## src/rtl/sar_pkg.sv

```systemverilog
// ---------------------------------------------------------------------------
// sar_pkg
// Shared types and helpers for the successive-approximation search controller.
//   sar_state_t     : controller state encoding
//   SAR_WIDTH_DEF   : default trial/result width
//   verdict_onehot  : true when exactly one of gt/eq/lt is asserted
// ---------------------------------------------------------------------------
package sar_pkg;

    localparam int SAR_WIDTH_DEF = 4;

    typedef enum logic [1:0] {
        ST_IDLE    = 2'd0,
        ST_PRESENT = 2'd1,
        ST_UPDATE  = 2'd2,
        ST_DONE    = 2'd3
    } sar_state_t;

    function automatic logic verdict_onehot(input logic gt, input logic eq, input logic lt);
        return (2'(gt) + 2'(eq) + 2'(lt)) == 2'd1;
    endfunction

endpackage

```

## src/rtl/sar_search_ctrl.sv

```systemverilog
// ---------------------------------------------------------------------------
// sar_search_ctrl
// Binary-search (successive-approximation) controller driving one side of a
// magnitude comparator. Presents trial values MSB first, consumes gt/eq/lt
// verdicts and converges on the hidden target in WIDTH verdicts.
//
// Optional feature: define SAR_EARLY_EXIT_EN to finish as soon as an eq
// verdict is accepted (result = current trial). Without it, eq behaves as lt.
//
// Ports
//   i_clk           clock, all logic on rising edge
//   i_rst           synchronous active-high reset
//   i_start         begin a search (only honoured in IDLE)
//   o_trial         trial value presented to the comparator
//   o_trial_valid   trial stable and awaiting a verdict
//   i_fb_valid      verdict present this cycle
//   i_fb_gt/eq/lt   trial >, ==, < target
//   o_busy          search in progress
//   o_done          one-cycle pulse, o_result valid
//   o_result        converged value, held until next accepted start
//   o_err           sticky non-one-hot verdict flag, cleared by start
//
// state      | meaning
// -----------+--------------------------------------------------------------
// ST_IDLE    | waiting for start, outputs hold last trial/result
// ST_PRESENT | trial_valid high, waiting for a verdict on bit r_step
// ST_UPDATE  | one dead cycle: set next lower bit, trial_valid low
// ST_DONE    | done pulse, result valid
// ---------------------------------------------------------------------------
module sar_search_ctrl
    import sar_pkg::*;
#(
    parameter int WIDTH = SAR_WIDTH_DEF
) (
    input  logic             i_clk,
    input  logic             i_rst,
    input  logic             i_start,
    output logic [WIDTH-1:0] o_trial,
    output logic             o_trial_valid,
    input  logic             i_fb_valid,
    input  logic             i_fb_gt,
    input  logic             i_fb_eq,
    input  logic             i_fb_lt,
    output logic             o_busy,
    output logic             o_done,
    output logic [WIDTH-1:0] o_result,
    output logic             o_err
);

    localparam int                STEP_W     = (WIDTH > 1) ? $clog2(WIDTH) : 1;
    localparam logic [STEP_W-1:0] STEP_MAX   = STEP_W'(WIDTH - 1);
    localparam logic [WIDTH-1:0]  TRIAL_INIT = WIDTH'(1) << (WIDTH - 1);

    sar_state_t        r_state;
    logic [WIDTH-1:0]  r_trial;
    logic [WIDTH-1:0]  r_result;
    logic [STEP_W-1:0] r_step;
    logic              r_trial_valid;
    logic              r_busy;
    logic              r_done;
    logic              r_err;

    logic [WIDTH-1:0]  w_step_bit;
    logic [WIDTH-1:0]  w_trial_kept;
    logic              w_verdict_ok;

    assign w_step_bit   = WIDTH'(1) << r_step;
    // gt means the trial overshoots: the bit under test must be dropped
    assign w_trial_kept = i_fb_gt ? (r_trial & ~w_step_bit) : r_trial;
    assign w_verdict_ok = verdict_onehot(i_fb_gt, i_fb_eq, i_fb_lt);

    always_ff @(posedge i_clk) begin
        if (i_rst) begin
            r_state       <= ST_IDLE;
            r_trial       <= '0;
            r_result      <= '0;
            r_step        <= STEP_MAX;
            r_trial_valid <= 1'b0;
            r_busy        <= 1'b0;
            r_done        <= 1'b0;
            r_err         <= 1'b0;
        end else begin
            r_done <= 1'b0;
            case (r_state)
                ST_IDLE: begin
                    if (i_start) begin
                        r_trial       <= TRIAL_INIT;
                        r_step        <= STEP_MAX;
                        r_err         <= 1'b0;
                        r_trial_valid <= 1'b1;
                        r_busy        <= 1'b1;
                        r_state       <= ST_PRESENT;
                    end
                end

                ST_PRESENT: begin
                    if (i_fb_valid) begin
                        if (!w_verdict_ok) begin
                            // malformed verdict: abandon the search, keep old result
                            r_err         <= 1'b1;
                            r_trial_valid <= 1'b0;
                            r_busy        <= 1'b0;
                            r_state       <= ST_IDLE;
`ifdef SAR_EARLY_EXIT_EN
                        end else if (i_fb_eq) begin
                            // lower bits of the trial are already zero, so trial == target
                            r_result      <= r_trial;
                            r_trial_valid <= 1'b0;
                            r_done        <= 1'b1;
                            r_state       <= ST_DONE;
`endif
                        end else begin
                            r_trial       <= w_trial_kept;
                            r_trial_valid <= 1'b0;
                            if (r_step == '0) begin
                                r_result <= w_trial_kept;
                                r_done   <= 1'b1;
                                r_state  <= ST_DONE;
                            end else begin
                                r_state  <= ST_UPDATE;
                            end
                        end
                    end
                end

                ST_UPDATE: begin
                    r_trial       <= r_trial | (w_step_bit >> 1);
                    r_step        <= r_step - STEP_W'(1);
                    r_trial_valid <= 1'b1;
                    r_state       <= ST_PRESENT;
                end

                ST_DONE: begin
                    r_busy  <= 1'b0;
                    r_state <= ST_IDLE;
                end

                default: begin
                    r_trial_valid <= 1'b0;
                    r_busy        <= 1'b0;
                    r_state       <= ST_IDLE;
                end
            endcase
        end
    end

    assign o_trial       = r_trial;
    assign o_trial_valid = r_trial_valid;
    assign o_busy        = r_busy;
    assign o_done        = r_done;
    assign o_result      = r_result;
    assign o_err         = r_err;

endmodule

```

## config.mk

```make
export PLATFORM = sky130hd
export DESIGN_NAME = sar_search_ctrl
export DESIGN_NICKNAME = d
export VERILOG_FILES = /design/src/rtl/sar_pkg.sv /design/src/rtl/sar_search_ctrl.sv
export SDC_FILE = /design/constraint.sdc
export NUM_CORES = 1
export LEC_CHECK = 0
export BUFFER_PORTS_ARGS = -buffer_cell sky130_fd_sc_hd__buf_2
export CELL_PAD_IN_SITES_DETAIL_PLACEMENT = 1
export CELL_PAD_IN_SITES_GLOBAL_PLACEMENT = 2
export CORE_UTILIZATION = 29
export DETAILED_ROUTE_END_ITERATION = 16
export PLACE_DENSITY = 0.71
export SLEW_MARGIN = 20
export SYNTH_ARGS = -nofsm -noshare
export SYNTH_HDL_FRONTEND = slang
export SYNTH_SLANG_ARGS = --single-unit
```

## constraint.sdc

```tcl
create_clock -name i_clk -period 1.7 [get_ports i_clk]
set_input_delay 0.34 -clock i_clk [delete_from_list [all_inputs] [get_ports i_clk]]
set_output_delay 0.34 -clock i_clk [all_outputs]
set_load 0.05 [all_outputs]
```

**Word level (Yosys, flattened, before mapping)**

Index checks and enable logic that the tools add are counted.

- Add/subtract/negate cells: 3
- Equality and inequality tests: 8
- Shift operators: 1
- Multiplexer cells: 23
- Bitwise operators: 6
- Reduce and logical (&&, ||, !) cells: 14

Operators with widths:

| cell | count |
|---|---|
| $mux 4 | 4 |
| $reduce_and 4->1 | 4 |
| $pmux 4 s3 | 1 |
| $mux 1 | 9 |
| $mux 2 | 4 |
| $ne 2x2->1 const B | 4 |
| $pmux 2 s4 | 1 |
| $pmux 1 s3 | 2 |
| $reduce_bool 3->1 | 2 |
| $and 4x4->4 | 1 |
| $eq 2x1->1 const B | 2 |
| $eq 2x2->1 const B | 2 |
| $logic_not 2->1 | 2 |
| $not 4->4 | 1 |
| $or 4x3->4 | 1 |
| $pmux 2 s2 | 1 |
| $reduce_and 2->1 | 2 |
| $reduce_bool 2->1 | 2 |
| $reduce_or 4->1 | 1 |
| $shl 1x2->4 const A | 1 |
| $not 1->1 | 3 |
| $reduce_and 3->1 | 1 |
| $add 1x1->2 | 1 |
| $add 2x1->2 | 1 |
| 2 further kinds | 2 |

- Register bits after elaboration: 16
- Input bits: 7
- Word-level logic and storage cells: 63

**Longest topological paths before layout**

- Depth in word-level cells: 7
- Depth in mapped cells: 6

**Least setup slack after synthesis**

No wires, ideal clock.

- Path kind: in2reg
- Start: input i_fb_gt
- End: register r_trial[0] (netlist: o_trial[0])
- Arrival time: 1,625 ps
- Data required time: 1,628 ps
- Setup slack: 3 ps
- Cell stages on the path: 5
- Path buffers: 0
- Cell sequence: inv_1 -> fa_1 -> nand3b_2 -> a211oi_4 -> mux2i_1

- Cells in the longest elaborated chain, start to end: 5
- Elaborated cells on any way between the ends: 9
- Those cells by class: 2 x add/sub; 2 x eq/ne; 4 x mux; 1 x reduce/logical

Ends and longest elaborated chain:

| item | line | source |
|---|---|---|
| from (decl) | sar_search_ctrl.sv:41 | `input logic i_fb_gt,` |
| $add 1x1->2 | sar_pkg.sv:20 | `return (2'(gt) + 2'(eq) + 2'(lt)) == 2'd1;` |
| $add 2x1->2 | sar_pkg.sv:20 |  |
| $eq 2x1->1 | sar_pkg.sv:20 |  |
| $ne 2x2->1 (no line) | -- |  |
| $reduce_and 4->1 (no line) | -- |  |
| to (signal assigned) | sar_search_ctrl.sv:113 | `r_trial <= w_trial_kept;` |
| to (signal assigned) | sar_search_ctrl.sv:127 | `r_trial <= r_trial \| (w_step_bit >> 1);` |
| to (decl) | sar_search_ctrl.sv:55 | `logic [WIDTH-1:0] r_trial;` |

Several ways; a longest one is shown, not always the timed one. The select of a mux whose other input is x is not followed.
A chain may end at the register's enable or synchronous reset.

**Worst setup path after layout**

- Start: register r_state[0]
- End: register r_trial[2] (netlist: o_trial[2])

- Cells in the longest elaborated chain, start to end: 3
- Elaborated cells on any way between the ends: 9
- Those cells by class: 5 x eq/ne; 1 x mux; 3 x reduce/logical

Ends and longest elaborated chain:

| item | line | source |
|---|---|---|
| from (decl) | sar_search_ctrl.sv:54 | `sar_state_t r_state;` |
| from (signal assigned) | sar_search_ctrl.sv:74 | `r_state <= ST_IDLE;` |
| from (signal assigned) | sar_search_ctrl.sv:92 | `r_state <= ST_PRESENT;` |
| from (signal assigned) | sar_search_ctrl.sv:103 | `r_state <= ST_IDLE;` |
| $eq 2x1->1, or another cell as far along | sar_search_ctrl.sv:84 | `case (r_state)` |
| $ne 2x2->1 (no line) or $reduce_bool 3->1 (tied branches) | -- |  |
| $reduce_and 4->1 (no line) | -- |  |

Several ways; a longest one is shown, not always the timed one.

==> impl_metrics.json <==
{
  "clock_latency_ns": 0.30,
  "maximum_number_of_pins_on_one_net_before_global_route_repair": 18,
  "dominantRegCellSynth": "dfxtp_1",
  "path_clk_slew_ns": 0.11,
  "final.setup_skew_ns": 0.0123,
  "post_cts_resized": 0,
  "finalPower_mw": 1.01,
  "design.portCount": 19,
  "timing.critical_path.slowest_stage_cell": "dfxtp_1",
  "worst_ep_required_time_ns": 1.92,
  "cts-htree-levels": 1,
  "port-buffer-count": 18,
  "route.antenna.remaining_nets": 0,
  "gr-usage-all-layers_pct": 15.7,
  "multiInputGateArea_sq_um": 578,
  "final_critical_path_setup_slack_ns": 0.115,
  "ys_warn_count": 0,
  "gp_congestion": 0.737,
  "postRouteWirelength_um": 2480,
  "ir_worst_vdd_uv": 210,
  "finalSetupTns_ns": 0,
  "final.period_utilization_pct": 93.2,
  "remaining_drc_errors": 0,
  "postCtsHoldBufs": 0,
  "ys_seq_elements": 16,
  "hold_path_class": "input port to flip-flop",
  "static-leakage-power_nw": 0.533,
  "place_inst": 169,
  "postLayoutCoreUtil_pct": 36.9,
  "power_density_mw_per_mm2": 878,
  "filler_cell_count": 393,
  "timing.critical_path.to_type": "flip-flop",
  "critical_path.cell_chain": "inv_1 > ha_1 > nor2b_2 > a211oi_4 > mux2i_1",
  "final_period_minus_worst_setup_slack_ns": 1.58,
  "layout.nets": 146,
  "drt_iter0_markers": 24,
  "slew_headroom_pct": 72.5,
  "post_synth_instance_area_sq_um": 972,
  "postSynth.asyncResetShare_pct": 0,
  "cts.sink_count": 16,
  "antenna-diode-count": 0,
  "critPathMaxFanout": 5,
  "fp_rows": 20,
  "path_delay_family": "flip-flops",
  "critical-path-max-stage-delay_ns": 0.42,
  "synth_to_layout_area_growth_pct": 18.8,
  "synthDistinctLibCells": 38,
  "number_of_antenna_violations_at_the_first_check_in_global_routing": 0,
  "path_class": "flip-flop to flip-flop",
  "synthesis.area_per_instance_sq_um": 9.17,
  "syn-num-nets": 122,
  "cts_buffers": 3,
  "start_util_pct": 31.1,
  "cts_post_setup_buffers_inserted": 0,
  "finalMaxSlewViolations": 0,
  "stdcell_area_sq_mm": 0.00115,
  "vias_per_cell": 4.90,
  "die_width_um": 59.9,
  "grt_setup_unrepaired": "false",
  "finalNonFillerCells": 173,
  "timing.hold.ws_ns": 0.377,
  "cts.root.buffer_cell": "clkbuf_4",
  "floorplan.die_area_sq_mm": 0.00359,
  "cell_area_after_placement_sq_mm": 0.00112,
  "cap_violations": 0,
  "synthCells": 106,
  "drive_gt1_share_pct": 24.8,
  "finalHoldViolCount": 0,
  "worst_setup_start_kind": "flip-flop",
  "hpwlAfterDp_um": 1890,
  "maximum_count_of_clock_buffers_along_a_single_path": 2,
  "status": "finished, final reports clean",
  "first_global_vias": 872,
  "grt_overflow": 0,
  "synth_enable_flop_cells": 0,
  "worst_setup_slack_post_dpl_ns": -0.191,
  "yosysSeqAreaShare_pct": 32.9,
  "number_of_failing_setup_endpoints_in_the_final_timing_report": 0,
  "fmax_mhz": 631,
  "via_count": 847,
  "timing_worst_slew_pin_value_ns": 0.412,
  "first_pass_iteration_count_of_the_detailed_router": 3,
  "chipHeight_um": 59.9,
  "critical_path_arrival_ns": 1.81,
  "cp.buffers_inverters": 1,
  "cts_tree": "yes",
  "core-area_sq_mm": 0.00313,
  "register_area_sq_um": 320,
  "first_pass_grt_wire_length_um": 4130,
  "route.detailed.wl_per_inst_um": 14.3
}
==> where the power goes <==
group | switching (mW) | internal, mW | total (mW)
Sequential | 0.0204 | 0.399 | 0.419
Clock | 0.140 | 0.131 | 0.271
Combinational | 0.200 | 0.124 | 0.324
==> cell families (layout without fill, tap and decap cells) <==
kind of cell             Yosys count  in the layout  share of synthesized area (%)
buffers and inverters             14             37                           7.85
AND/OR/NAND/NOR                   29             29                           18.9
flip-flops                        16             16                           32.9
adder cells (fa/ha/maj)            9              9                           12.4
AO/OA/AOI/OAI                     34             34                           23.8
multiplexers                       4              4                           4.12
==> flip-flops by register name, indices dropped and copies added, names as in the netlist <==
| register | cells |
|---|---|
| r_step | 2 |
| o_done | 1 |
| r_state | 2 |
| o_trial_valid | 1 |
| o_busy | 1 |
| o_err | 1 |
| o_result | 4 |
| o_trial | 4 |
==> worst register-to-register path: stages (launching register included) <==
cell,delay (ns)
dfxtp_1,0.42
inv_1,0.09
ha_1,0.25
nor2b_2,0.22
a211oi_4,0.31
mux2i_1,0.22
==> worst paths after layout <==
path                 start       endpoint  slack, ns  depth (start not counted)
min                i_fb_gt    o_result[0]       0.38                          4
max             r_state[0]     o_trial[2]       0.12                          5
min reg2reg  o_trial_valid  o_trial_valid       0.48                          2
max reg2reg     r_state[0]     o_trial[2]       0.12                          5
==> metal layers <==
layer,part of all wire [%],vias to the layer above,routed length (um),track usage [%]
li1,-,427,-,-
met1,49,403,1220,20.1
met2,47,13,1170,25.4
met3,2.5,4,61,3.03
met4,1.2,0,30,6.98
met5,0,-,0,0
==> final cells by class <==
class	count	share of cell area [%]
flip-flops and latches	16	27.7
repair buffers	23	11.1
inverters	10	3.25
well taps	44	4.77
clock buffers	4	3.14
multi-input cells	76	50.1
==> cells in the mapped netlist, types with 3 or more instances <==
cell	number	area [sq um]
mux2i_1	4	40.0
dfxtp_1	16	320
o21ai_1	5	25.0
ha_1	8	100
nand4_1	4	25.0
a21boi_1	3	22.5
a21o_1	4	30.0
o211ai_1	4	30.0
nand2_1	5	18.8
inv_1	10	37.5
a21oi_1	8	40.0
or2b_1	3	22.5
==> cell usage in the layout, fill, tap and decap left out, types with 2 or more instances in the layout <==
cell / synthesis / layout
nand2_1: 5 / 5
mux2i_1: 4 / 4
clkbuf_4: 0 / 3
inv_1: 10 / 10
a21boi_1: 3 / 3
o211ai_1: 4 / 4
ha_1: 8 / 7
o21ai_0: 2 / 2
nand4_1: 4 / 4
nand2b_1: 2 / 2
or2b_1: 3 / 3
o21ai_1: 5 / 5
a21oi_1: 8 / 8
nor2_1: 2 / 2
nand4b_1: 2 / 2
buf_4: 0 / 5
nor3_1: 2 / 2
a21o_1: 4 / 4
dfxtp_1: 16 / 16
a31oi_1: 2 / 2
buf_2: 1 / 18
(Power assumes the default switching activity.)
